### config.mk
export PLATFORM = sky130hd
export DESIGN_NAME = fetch_ctrl
export DESIGN_NICKNAME = d
export VERILOG_FILES = /design/src/rtl/fetch_pkg.sv /design/src/rtl/fetch_pc_reg.sv /design/src/rtl/fetch_ctrl.sv
export SDC_FILE = /design/constraint.sdc
export NUM_CORES = 1
export LEC_CHECK = 0
export CAP_MARGIN = 25
export CELL_PAD_IN_SITES_DETAIL_PLACEMENT = 1
export CELL_PAD_IN_SITES_GLOBAL_PLACEMENT = 1
export CORE_ASPECT_RATIO = 0.75
export CORE_MARGIN = 1
export CORE_UTILIZATION = 27
export DETAILED_ROUTE_END_ITERATION = 8
export PLACE_DENSITY = 0.85
export SETUP_SLACK_MARGIN = 0.2
export SYNTH_ARGS = -nofsm -noshare
export SYNTH_HDL_FRONTEND = slang
export SYNTH_SLANG_ARGS = --single-unit
### constraint.sdc
create_clock -name clk -period 2.1 [get_ports clk]
set_input_delay 0.315 -clock clk [delete_from_list [all_inputs] [get_ports clk]]
set_output_delay 0.315 -clock clk [all_outputs]
set_load 0.02 [all_outputs]
### src/rtl/fetch_pkg.sv
// rtl/fetch_pkg.sv - shared types and defaults for the instruction fetch controller
// ST_TRAP exists only when FETCH_MISALIGN_TRAP_EN is defined.
package fetch_pkg;

    localparam int          FETCH_DATA_WIDTH   = 32;
    localparam logic [31:0] FETCH_RESET_VECTOR = 32'h0000_0000;

    typedef enum logic [1:0] {
        ST_REQ  = 2'd0,
        ST_WAIT = 2'd1,
`ifdef FETCH_MISALIGN_TRAP_EN
        ST_HOLD = 2'd2,
        ST_TRAP = 2'd3
`else
        ST_HOLD = 2'd2
`endif
    } fetch_state_e;

endpackage

### src/rtl/fetch_pc_reg.sv
// rtl/fetch_pc_reg.sv - program counter register with load-target and increment-by-4 controls
module fetch_pc_reg
    import fetch_pkg::*;
#(
    parameter int                    DATA_WIDTH   = FETCH_DATA_WIDTH,
    parameter logic [DATA_WIDTH-1:0] RESET_VECTOR = DATA_WIDTH'(FETCH_RESET_VECTOR)
) (
    input  logic                  clk,
    input  logic                  rst,
    input  logic                  load,
    input  logic [DATA_WIDTH-1:0] load_val,
    input  logic                  incr,
    output logic [DATA_WIDTH-1:0] pc
);

    logic [DATA_WIDTH-1:0] pc_q;
    logic [DATA_WIDTH-1:0] pc_d;

    // Load wins over increment; the add wraps naturally at the bus width.
    always_comb begin
        pc_d = pc_q;
        if (load) begin
            pc_d = load_val;
        end else if (incr) begin
            pc_d = pc_q + DATA_WIDTH'(4);
        end
    end

    always_ff @(posedge clk) begin
        if (rst) begin
            pc_q <= RESET_VECTOR;
        end else begin
            pc_q <= pc_d;
        end
    end

    assign pc = pc_q;

endmodule

### src/rtl/fetch_ctrl.sv
// rtl/fetch_ctrl.sv - single-outstanding instruction fetch FSM with redirect and flush handling
// Optional misaligned-redirect trap enabled by defining FETCH_MISALIGN_TRAP_EN.
module fetch_ctrl
    import fetch_pkg::*;
#(
    parameter int                    DATA_WIDTH   = FETCH_DATA_WIDTH,
    parameter logic [DATA_WIDTH-1:0] RESET_VECTOR = DATA_WIDTH'(FETCH_RESET_VECTOR)
) (
    input  logic                  clk,
    input  logic                  rst,
    output logic                  imem_req,
    output logic [DATA_WIDTH-1:0] imem_addr,
    input  logic                  imem_gnt,
    input  logic                  imem_rvalid,
    input  logic [DATA_WIDTH-1:0] imem_rdata,
    output logic                  instr_valid,
    output logic [DATA_WIDTH-1:0] instr,
    output logic [DATA_WIDTH-1:0] instr_pc,
    input  logic                  instr_ready,
    input  logic                  redirect,
    input  logic [DATA_WIDTH-1:0] redirect_target,
    output logic                  misalign_trap
);

    fetch_state_e          state_q, state_d;
    logic                  flush_q, flush_d;
    logic                  instr_valid_q, instr_valid_d;
    logic [DATA_WIDTH-1:0] instr_q, instr_d;
    logic [DATA_WIDTH-1:0] instr_pc_q, instr_pc_d;
    logic [DATA_WIDTH-1:0] pc;
    logic                  pc_load;
    logic                  pc_incr;
    logic                  redirect_live;

`ifdef FETCH_MISALIGN_TRAP_EN
    logic                  trap_q, trap_d;
    logic                  target_misaligned;

    assign target_misaligned = (redirect_target[1:0] != 2'b00);
    assign redirect_live     = redirect && (state_q != ST_TRAP);
    assign misalign_trap     = trap_q;
`else
    logic                  unused_target_low;

    assign unused_target_low = ^redirect_target[1:0];
    assign redirect_live     = redirect;
    assign misalign_trap     = 1'b0;
`endif

    fetch_pc_reg #(
        .DATA_WIDTH   (DATA_WIDTH),
        .RESET_VECTOR (RESET_VECTOR)
    ) u_pc_reg (
        .clk      (clk),
        .rst      (rst),
        .load     (pc_load),
        .load_val ({redirect_target[DATA_WIDTH-1:2], 2'b00}),
        .incr     (pc_incr),
        .pc       (pc)
    );

    always_comb begin
        state_d       = state_q;
        flush_d       = flush_q;
        instr_valid_d = instr_valid_q;
        instr_d       = instr_q;
        instr_pc_d    = instr_pc_q;
        pc_load       = 1'b0;
        pc_incr       = 1'b0;
`ifdef FETCH_MISALIGN_TRAP_EN
        trap_d        = trap_q;
`endif

        case (state_q)
            ST_REQ: begin
                // A grant taken together with a redirect fetches the stale PC; flush it on return.
                if (redirect_live) begin
                    state_d = imem_gnt ? ST_WAIT : ST_REQ;
                    flush_d = imem_gnt;
                end else if (imem_gnt) begin
                    state_d = ST_WAIT;
                end
            end
            ST_WAIT: begin
                if (redirect_live) begin
                    state_d = imem_rvalid ? ST_REQ : ST_WAIT;
                    flush_d = !imem_rvalid;
                end else if (imem_rvalid) begin
                    if (flush_q) begin
                        flush_d = 1'b0;
                        state_d = ST_REQ;
                    end else begin
                        instr_d       = imem_rdata;
                        instr_pc_d    = pc;
                        instr_valid_d = 1'b1;
                        pc_incr       = 1'b1;
                        state_d       = ST_HOLD;
                    end
                end
            end
            ST_HOLD: begin
                if (redirect_live) begin
                    state_d = ST_REQ;
                end else if (instr_ready) begin
                    instr_valid_d = 1'b0;
                    state_d       = ST_REQ;
                end
            end
`ifdef FETCH_MISALIGN_TRAP_EN
            ST_TRAP: begin
                state_d = ST_TRAP;
            end
`endif
            default: begin
                state_d = ST_REQ;
            end
        endcase

        if (redirect_live) begin
            pc_load       = 1'b1;
            instr_valid_d = 1'b0;
`ifdef FETCH_MISALIGN_TRAP_EN
            // Trap is sticky; any in-flight response is dropped because TRAP ignores rvalid.
            if (target_misaligned) begin
                state_d    = ST_TRAP;
                trap_d     = 1'b1;
                flush_d    = 1'b0;
                instr_pc_d = redirect_target;
            end
`endif
        end
    end

    always_ff @(posedge clk) begin
        if (rst) begin
            state_q       <= ST_REQ;
            flush_q       <= 1'b0;
            instr_valid_q <= 1'b0;
            instr_q       <= '0;
            instr_pc_q    <= '0;
`ifdef FETCH_MISALIGN_TRAP_EN
            trap_q        <= 1'b0;
`endif
        end else begin
            state_q       <= state_d;
            flush_q       <= flush_d;
            instr_valid_q <= instr_valid_d;
            instr_q       <= instr_d;
            instr_pc_q    <= instr_pc_d;
`ifdef FETCH_MISALIGN_TRAP_EN
            trap_q        <= trap_d;
`endif
        end
    end

    assign imem_req    = (state_q == ST_REQ) && !rst;
    assign imem_addr   = pc;
    assign instr_valid = instr_valid_q;
    assign instr       = instr_q;
    assign instr_pc    = instr_pc_q;

endmodule

==> results of run 1 <==
[cell usage after synthesis (all sizes together)]
library cell  count  area share, %
nand4             9            1.5
conb              1          0.091
and4             10            2.2
o31ai             9            1.6
or4b              2           0.49
nor2b             1           0.15
xnor2             4           0.85
a211oi           11            2.0
and4bb            1           0.30
clkbuf           37            3.4
a22oi             1           0.18
or3               4           0.61
and2              3           0.49
and3              3           0.45
nand3            13            1.7
nand4bb           1           0.67
nor4              5           0.76
nor2             32            2.9
nand2           138             13
o211a             1           0.24
buf               6            1.0
a21oi            66            8.0
dfxtp            96             47
ha                1           0.30
a221oi            1           0.21
inv               6           0.55
nand3b            2           0.36
xor2              7            1.5
a31oi             1           0.15
a2111oi           3           0.64
a311oi           15            3.2
o41ai             2           0.42
nor3              5           0.61
or4              12            2.2
o31a              2           0.42
o21ai             4           0.49
[worst max-delay path, cell delays in order, from the launching register on]
cell and delay [ps]:
dfxtp_2 400, nand3_1 180, or4_4 510, buf_4 170
or4_1 400, a311oi_1 210
[worst paths after layout]
path / startpoint / end / slack (ps) / cells after the start
min: instr_pc[3] / instr_pc[3] / 460 / 2
max reg2reg: u_pc_reg.pc[13] / u_pc_reg.pc[26] / 150 / 5
min reg2reg: instr_pc[3] / instr_pc[3] / 460 / 2
max: u_pc_reg.pc[13] / u_pc_reg.pc[26] / 150 / 5
[cells by family after synthesis]
kind of cell | after synthesis | synth area share (%)
simple gates | 241 | 28.1
flops | 96 | 46.6
xor+xnor | 11 | 2.33
buf+inv | 49 | 4.97
other cells | 1 | 0.0909
compound gates | 116 | 17.6
fa+ha+maj | 1 | 0.303
[sequential cells by signal, indices dropped and copies added (netlist names)]
signal / cells
instr_pc: 30
state_q: 2
instr: 32
flush_q: 1
instr_valid: 1
u_pc_reg.pc: 30
[final cells by class]
type | count | area share, %
inverters | 6 | 0.329
clock inverters | 6 | 0.931
repair buffers | 220 | 30.7
diodes | 1 | 0.0365
multi-input cells | 374 | 31.7
flip-flops and latches | 96 | 29.1
well taps | 200 | 3.65
clock buffers | 10 | 3.65
[where the power goes]
| group | internal [mW] | leakage (nW) | switching [mW] | total [mW] |
|---|---|---|---|---|
| Combinational | 0.350 | 1.41 | 0.348 | 0.697 |
| Sequential | 1.88 | 0.795 | 0.0778 | 1.96 |
| Clock | 0.998 | 0.158 | 0.734 | 1.73 |
[stage by stage]
step	hold WS, ps	area, µm²	instances	total power, mW	setup WS [ps]
2_1_floorplan	427	4250	519	2.27	149
3_3_place_gp	442	6250	876	2.63	-303
3_5_place_dp	450	6250	876	2.65	-367
4_1_cts	457	6690	898	4.41	166
5_1_grt	474	6850	913	4.56	129
6_report	456	6850	913	4.39	154
[placed cells by master, fill, tap and decap left out, types with 4 or more instances in the layout]
cell,Yosys,final
clkdlybuf4s50_1,0,157
nand2_1,137,136
dfxtp_1,96,74
a21oi_1,66,66
buf_4,5,54
nor2_1,32,31
dfxtp_4,0,17
a311oi_1,15,11
a211oi_1,11,11
clkbuf_16,0,10
nand3_1,12,9
o31ai_1,9,9
nand4_1,8,8
or4_1,11,7
xor2_1,7,7
nor3_1,5,5
inv_1,5,5
and4_1,8,5
conb_1,1,5
dfxtp_2,0,5
or4_4,0,4
a311oi_2,0,4
or3_1,4,4
o21ai_0,4,4
nor4_1,5,4
xnor2_1,4,4
[metal layers]
layer,vias to the layer above,GRT usage [%],part of all wire [%]
met1,2235,24.1,42
met5,-,0,0
met3,20,6.85,8.2
met2,165,34.8,48
met4,0,5.56,1.7
li1,2190,-,-
[repair_timing]
action                     in CTS  in global routing
gates resized for setup        20                 13
hold buffers                    0                  0
pin swaps                      13                 13
buffers inserted                6                 14
setup endpoints to repair      14                 13
==> key figures, run 1 <==
CTS
  – Clk pin slew, worst setup/hold paths: about 70 ps
  – TritonCTS Buffers: 9
  – CTS Buffer Depth: 2
  – Clk Tree Root Cell: clkbuf_16
  – Worst-Skew Late Latency: 350 ps
  – # clock sinks: 96
  – Htree depth: 3
  – CTS tree: done

STA
  – RSZ-0062 raised after global routing: true
  – Max Slew Vio Count: 0
  – Slew HR: between 50% and 60%
  – Post-layout min period: 1950 ps
  – Setup violators final: 0
  – Final period utilization: between 90% and 100%
  – Slew @ Worst Pin: 687 ps
  – Fmax achieved: 514 MHz
  – Final Hold Fails: 0
  – Setup TNS: 0 ps
  – Clk_skew: 9.27 ps

Route
  – Vias/cell: 5.05
  – Routed Antenna Nets: 0
  – Initial DRC count: 184
  – DR pass1 iterations: 4
  – Drt drc: 0
  – WL/cell: roughly 18 µm
  – Total wire length after detailed routing: between 15 and 20 mm
  – Routed via count: 4610

Global routing
  – First-pass GRT wire length: 24.5 mm
  – Initial antenna violation count: 1
  – Vias in the first global route: between 4000 and 5000
  – GRT overflow: 0
  – Largest net degree at the start of global routing: 60
  – Gr usage total: 20.3%

Finish
  – Ratio of cells with drive above 1 in the final layout: 18.4%
  – Area growth, synth to finish: 66.0%
  – FILL cells: 1680
  – Final nets: approximately 800
  – Share of the core filled with cells: a little under half
  – Multi-input gate area: 0.00217 mm²
  – Register Area: approximately 0.002 mm²

Synthesis
  – Avg Cell Area, Syn: 8.01 µm²
  – Synthesized area: 0.00413 mm²
  – Yosys warns: 0
  – Mapped Cells: 515
  – #FFs+latches synth: 96
  – Yosys cell types: 45
  – Post-synthesis sequential area ratio: between 40% and 50%

Worst setup path
  – Crit path capture type: flip-flop
  – CP arrival: approximately 2200 ps
  – Critical path class: reg -> reg
  – CP required: 2370 ps
  – Crit-path max FO: 6
  – Crit start category: flip-flop

Placed design
  – Buffers on Ports: about 160
  – DP HPWL: 11.5 mm
  – Gpl congestion: 0.836

Floorplan
  – Die Wd: 145 µm
  – Die height: 109 µm
  – Starting Density: 28.1%
  – IO Pins: 169
  – Die ar.: roughly 0.016 mm²
  – Row count: 38
  – CORE AREA: 0.0147 mm²

Power and ir drop
  – Worst IR Drop VDD: 0.415 mV
  – Power density over cell area: 641 mW/mm²
  – P_leak: 2.36 nW

Outcome
  – Status: finished, final reports clean

Flow run
  – Max_cap viols: 0

Min path
  – Hold crit path type: reg -> reg
Note: power is estimated with default switching activity, not from simulation.
==> inputs of run 2 (changes only) <==
--- a/config.mk
+++ b/config.mk
@@ -11,6 +11,7 @@
 export CORE_ASPECT_RATIO = 0.75
 export CORE_MARGIN = 1
 export CORE_UTILIZATION = 27
+export CTS_CLUSTER_DIAMETER = 40
 export DETAILED_ROUTE_END_ITERATION = 8
 export PLACE_DENSITY = 0.85
 export SETUP_SLACK_MARGIN = 0.2
==> results of run 2 <==
The final DEF is identical to that of run 1; final timing and power are the same.
==> patch 1, RTL diff (config.mk and constraints of run 2) <==
The option `FETCH_MISALIGN_TRAP_EN` is turned on by a define.
--- a/src/rtl/fetch_pkg.sv
+++ b/src/rtl/fetch_pkg.sv
@@ -1,4 +1,6 @@
 // rtl/fetch_pkg.sv - shared types and defaults for the instruction fetch controller
 // ST_TRAP exists only when FETCH_MISALIGN_TRAP_EN is defined.
+`define FETCH_MISALIGN_TRAP_EN
+
 package fetch_pkg;
 
Function: changed (Yosys sat finds a counterexample within 4 cycles, from zero or initial values and one cycle with rst high).
==> patch 1 against run 2 <==
Synthesized area rose by 8.3%. Setup slack improved by 0.12 ns. Highest routed layer unchanged. Sequential cell count rose by 3. Power rose by 8.7%. Worst hold slack got worse by 0.0023 ns. Final area rose by 2.6%. Non-clock buffer count fell by 4. Wire length rose by 1.6%. Sequential share of layout area fell by 0.64 points. First-iteration DRC count rose by 18%.
==> patch 1: results (changes against run 2) <==
metric,value,unit,change
vias in the first global route,5061,,+6.8%
status,"finished, final reports clean",,
Cell variety after synth,47,,+4.4%
clk slew on worst S/H paths,0.08,ns,
Fin Clk Skew,0.00929,ns,+0.0000235 ns
RePlAce Congestion,0.795,,-4.9%
"Gates resized, CTS repair",5,,-75%
WL per Instance,17.1,um,-4.6%
Nets,828,,+6.4%
Post-synth top cells,"153 x nand2_1, 99 x dfxtp_1, 60 x a21oi_1",,
register area share after synthesis,44.4,%,-2.2 points
Worst R2R Setup Slack,0.28,ns,+0.13 ns
Buffers on Ports,166,,+3.1%
Final Cycle Share,87.1,%,-5.6 points
Post CTS Setup Buffer Count,2,,-4
synthesized area,4470,um2,+8.3%
filler cell count in the final layout,1920,,+14%
arrival time at the worst endpoint,2.11,ns,-0.10 ns
Diodes inserted,0,,-1
DRT iter0 DRCs,217,,+18%
maximum fanout along the worst path,17,,+11
vias per cell,5.05,,about the same
Peak VDD IR,0.385,mV,-7.1%
initial antenna violation count,0,,-1
GRT Total Usage,19.7,%,-0.60 points
Post-DP Area,6660,um2,+6.4%
first-pass GRT wire length,26300,um,+7.6%
layout cell share with drive strength beyond 1,13.1,%,-5.3 points
DP Worst Slack,-0.336,ns,+0.0310 ns
HP Class,register to register,,
via total after detailed routing,4909,,+6.5%
## patch 1: cell count changes after synthesis, sizes merged, moves of 7 or more
cell    delta
o31ai      -9
a311oi    +16
a211oi    -11
o21ai     +11
a31oi      +8
nand2     +16
a22oi     +11
or4        -8
and4       -7
nor2      +13
o22ai      +7
## patch 1: critical path, cell delays in order
cell and delay, ns:
clkdlybuf4s50_1 0.48, nand2_2 0.06, or4_4 0.50, buf_4 0.24, nor4_1 0.28, a21oi_1 0.06, a21oi_1 0.17
## patch 1: power breakdown
part	internal, mW	switching [mW]	leakage, nW	total (mW)
clock network	0.841	0.832	0.145	1.67
registers	2.00	0.0968	0.817	2.09
logic	0.482	0.523	1.47	1.01
total	3.32	1.45	2.43	4.77
## patch 1: kinds of logic (layout without fill, tap and decap cells)
family          Yosys count  after routing  share of synthesized area (%)
simple gates            258            258                           25.8
compound gates          153            153                           22.4
flops                    99             99                           44.4
buf+inv                  56            240                           5.24
xor+xnor                  7              7                           1.37
mux                       2              2                          0.504
fa+ha+maj                 1              1                          0.280
other cells               1              2                         0.0839
## patch 1: area by class of cell
type                       count  share of cell area [%]
multi-input combinational    423                    33.4
timing repair buffer         216                    29.9
sequential                    99                    28.4
tap                          210                    3.74
clock buffer                   9                    3.20
clock inverter                 7                   0.944
inverter                       8                   0.427
## patch 1: routing by layer
layer,routed length [um],GRT usage [%],vias up
li1,-,-,2406
met1,7710,26.0,2368
met2,7820,31.9,125
met3,933,5.44,10
met4,131,4.24,0
met5,0,0,-
## patch 1: final timing paths
check                         end  cells past startpoint           start
hold reg to reg         instr[25]                      2       instr[25]
setup reg to reg  u_pc_reg.pc[18]                      7  u_pc_reg.pc[2]
setup / recovery  u_pc_reg.pc[15]                      7     imem_rvalid
hold / removal          instr[25]                      2       instr[25]
==> patch 2, RTL diff (config.mk and constraints of run 2) <==
Without the edit above. `instr_pc_q` no longer has a reset.
--- a/src/rtl/fetch_ctrl.sv
+++ b/src/rtl/fetch_ctrl.sv
@@ -138,5 +138,4 @@
             instr_valid_q <= 1'b0;
             instr_q       <= '0;
-            instr_pc_q    <= '0;
 `ifdef FETCH_MISALIGN_TRAP_EN
             trap_q        <= 1'b0;
@@ -147,9 +146,12 @@
             instr_valid_q <= instr_valid_d;
             instr_q       <= instr_d;
-            instr_pc_q    <= instr_pc_d;
 `ifdef FETCH_MISALIGN_TRAP_EN
             trap_q        <= trap_d;
 `endif
         end
+    end
+
+    always_ff @(posedge clk) begin
+        instr_pc_q <= instr_pc_d;
     end
 
Function: differs if rst is asserted again (counterexample within 4 cycles, from zero or initial values and one cycle with rst high); with rst held inactive, the same outputs for 4 cycles.
==> patch 2 against run 2 <==
Combinational power down 8.6%. Sequential cell count unchanged. Final area down 5.6%. Worst hold slack worse by 0.15 ns. Power down 0.81%. Sequential share of layout area up 5.6 points. Register-to-register slack better by 0.096 ns. Sequential power up 5%. Setup slack better by 0.083 ns. Fmax up 4.5%. Synthesized area down 2.6%. Wire length down 16%. Synthesized cell count down 19%. Highest routed layer unchanged.
==> patch 2: results (changes against run 2) <==
metric,value,unit,change
Post-DP Area,6070,um2,-2.9%
initial antenna violation count,0,,-1
Peak VDD IR,0.409,mV,-1.3%
Nets,672,,-14%
fin worst setup slack,0.237,ns,+0.0831 ns
layout cell share with drive strength beyond 1,15.3,%,-3.1 points
vias in the first global route,4171,,-12%
filler cell count in the final layout,1630,,-3.0%
DRT iter0 DRCs,180,,-2.2%
first-pass GRT wire length,21700,um,-11%
Post-synth top cells,"84 x nand2_1, 66 x dfxtp_1, 36 x a21oi_1",,
via total after detailed routing,3985,,-14%
Hold Crit Start,rst,,
Post-Synthesis Cells,416,,-19%
Leak,2.21,nW,-6.4%
Reg-to-Reg End,u_pc_reg.pc[15],,
register area share after synthesis,55.3,%,+8.7 points
hold_ws,0.307,ns,-0.148 ns
Hold Path Sink,u_pc_reg.pc[2],,
Post-Synth Adder-Cell Area,0.311,%,+0.0080 points
status,"finished, final reports clean",,
Synth area leaders,"dfxtp_1 33%, edfxtp_1 22%, nand2_1 7.8%",,
Reg-to-Reg Start,state_q[1],,
DP Worst Slack,-0.228,ns,+0.139 ns
Pwr Total,4.36,mW,-0.81%
Fin Clk Skew,0.00831,ns,-0.000962 ns
## patch 2: worst max-delay path by stage
stage,startpoint,end
after floorplan,u_pc_reg.pc[2],u_pc_reg.pc[30]
after global routing,imem_rvalid,u_pc_reg.pc[15]
after CTS,u_pc_reg.pc[8],imem_addr[8]
after global placement,imem_rvalid,u_pc_reg.pc[26]
final,imem_rvalid,u_pc_reg.pc[15]
after detailed placement,imem_rvalid,u_pc_reg.pc[17]
## patch 2: per-layer routing
layer  track usage (%)  vias to the layer above
met3              7.78                       23
met2              31.0                      150
li1                  -                     1887
met1              21.0                     1925
met5                 0                        -
met4              6.91                        0
## patch 2: layout make-up
cell class | instances | area, um2 | area share, %
Clock buffer | 11 | 233 | 3.60
Clock inverter | 5 | 57.6 | 0.890
Inverter | 9 | 33.8 | 0.522
Multi-Input combinational cell | 282 | 1700 | 26.3
Sequential cell | 96 | 2240 | 34.6
Tap cell | 200 | 250 | 3.87
Timing Repair Buffer | 203 | 1950 | 30.2
## patch 2: kinds of logic after synthesis
kind of cell,count (synthesis)
other cells,1
xor+xnor,9
fa+ha+maj,1
flops,96
buf+inv,42
compound gates,92
simple gates,175
## patch 2: repair_timing
item,4_1_cts,5_1_grt
setup buffers,1,0
pin swaps,2,3
gates resized for setup,11,23
endpoints found under the setup margin,12,18
## patch 2: report_power, final
part	switching (mW)	internal [mW]	leakage (nW)
logic	0.310	0.327	1.25
registers	0.0660	1.99	0.827
clock network	0.740	0.925	0.134
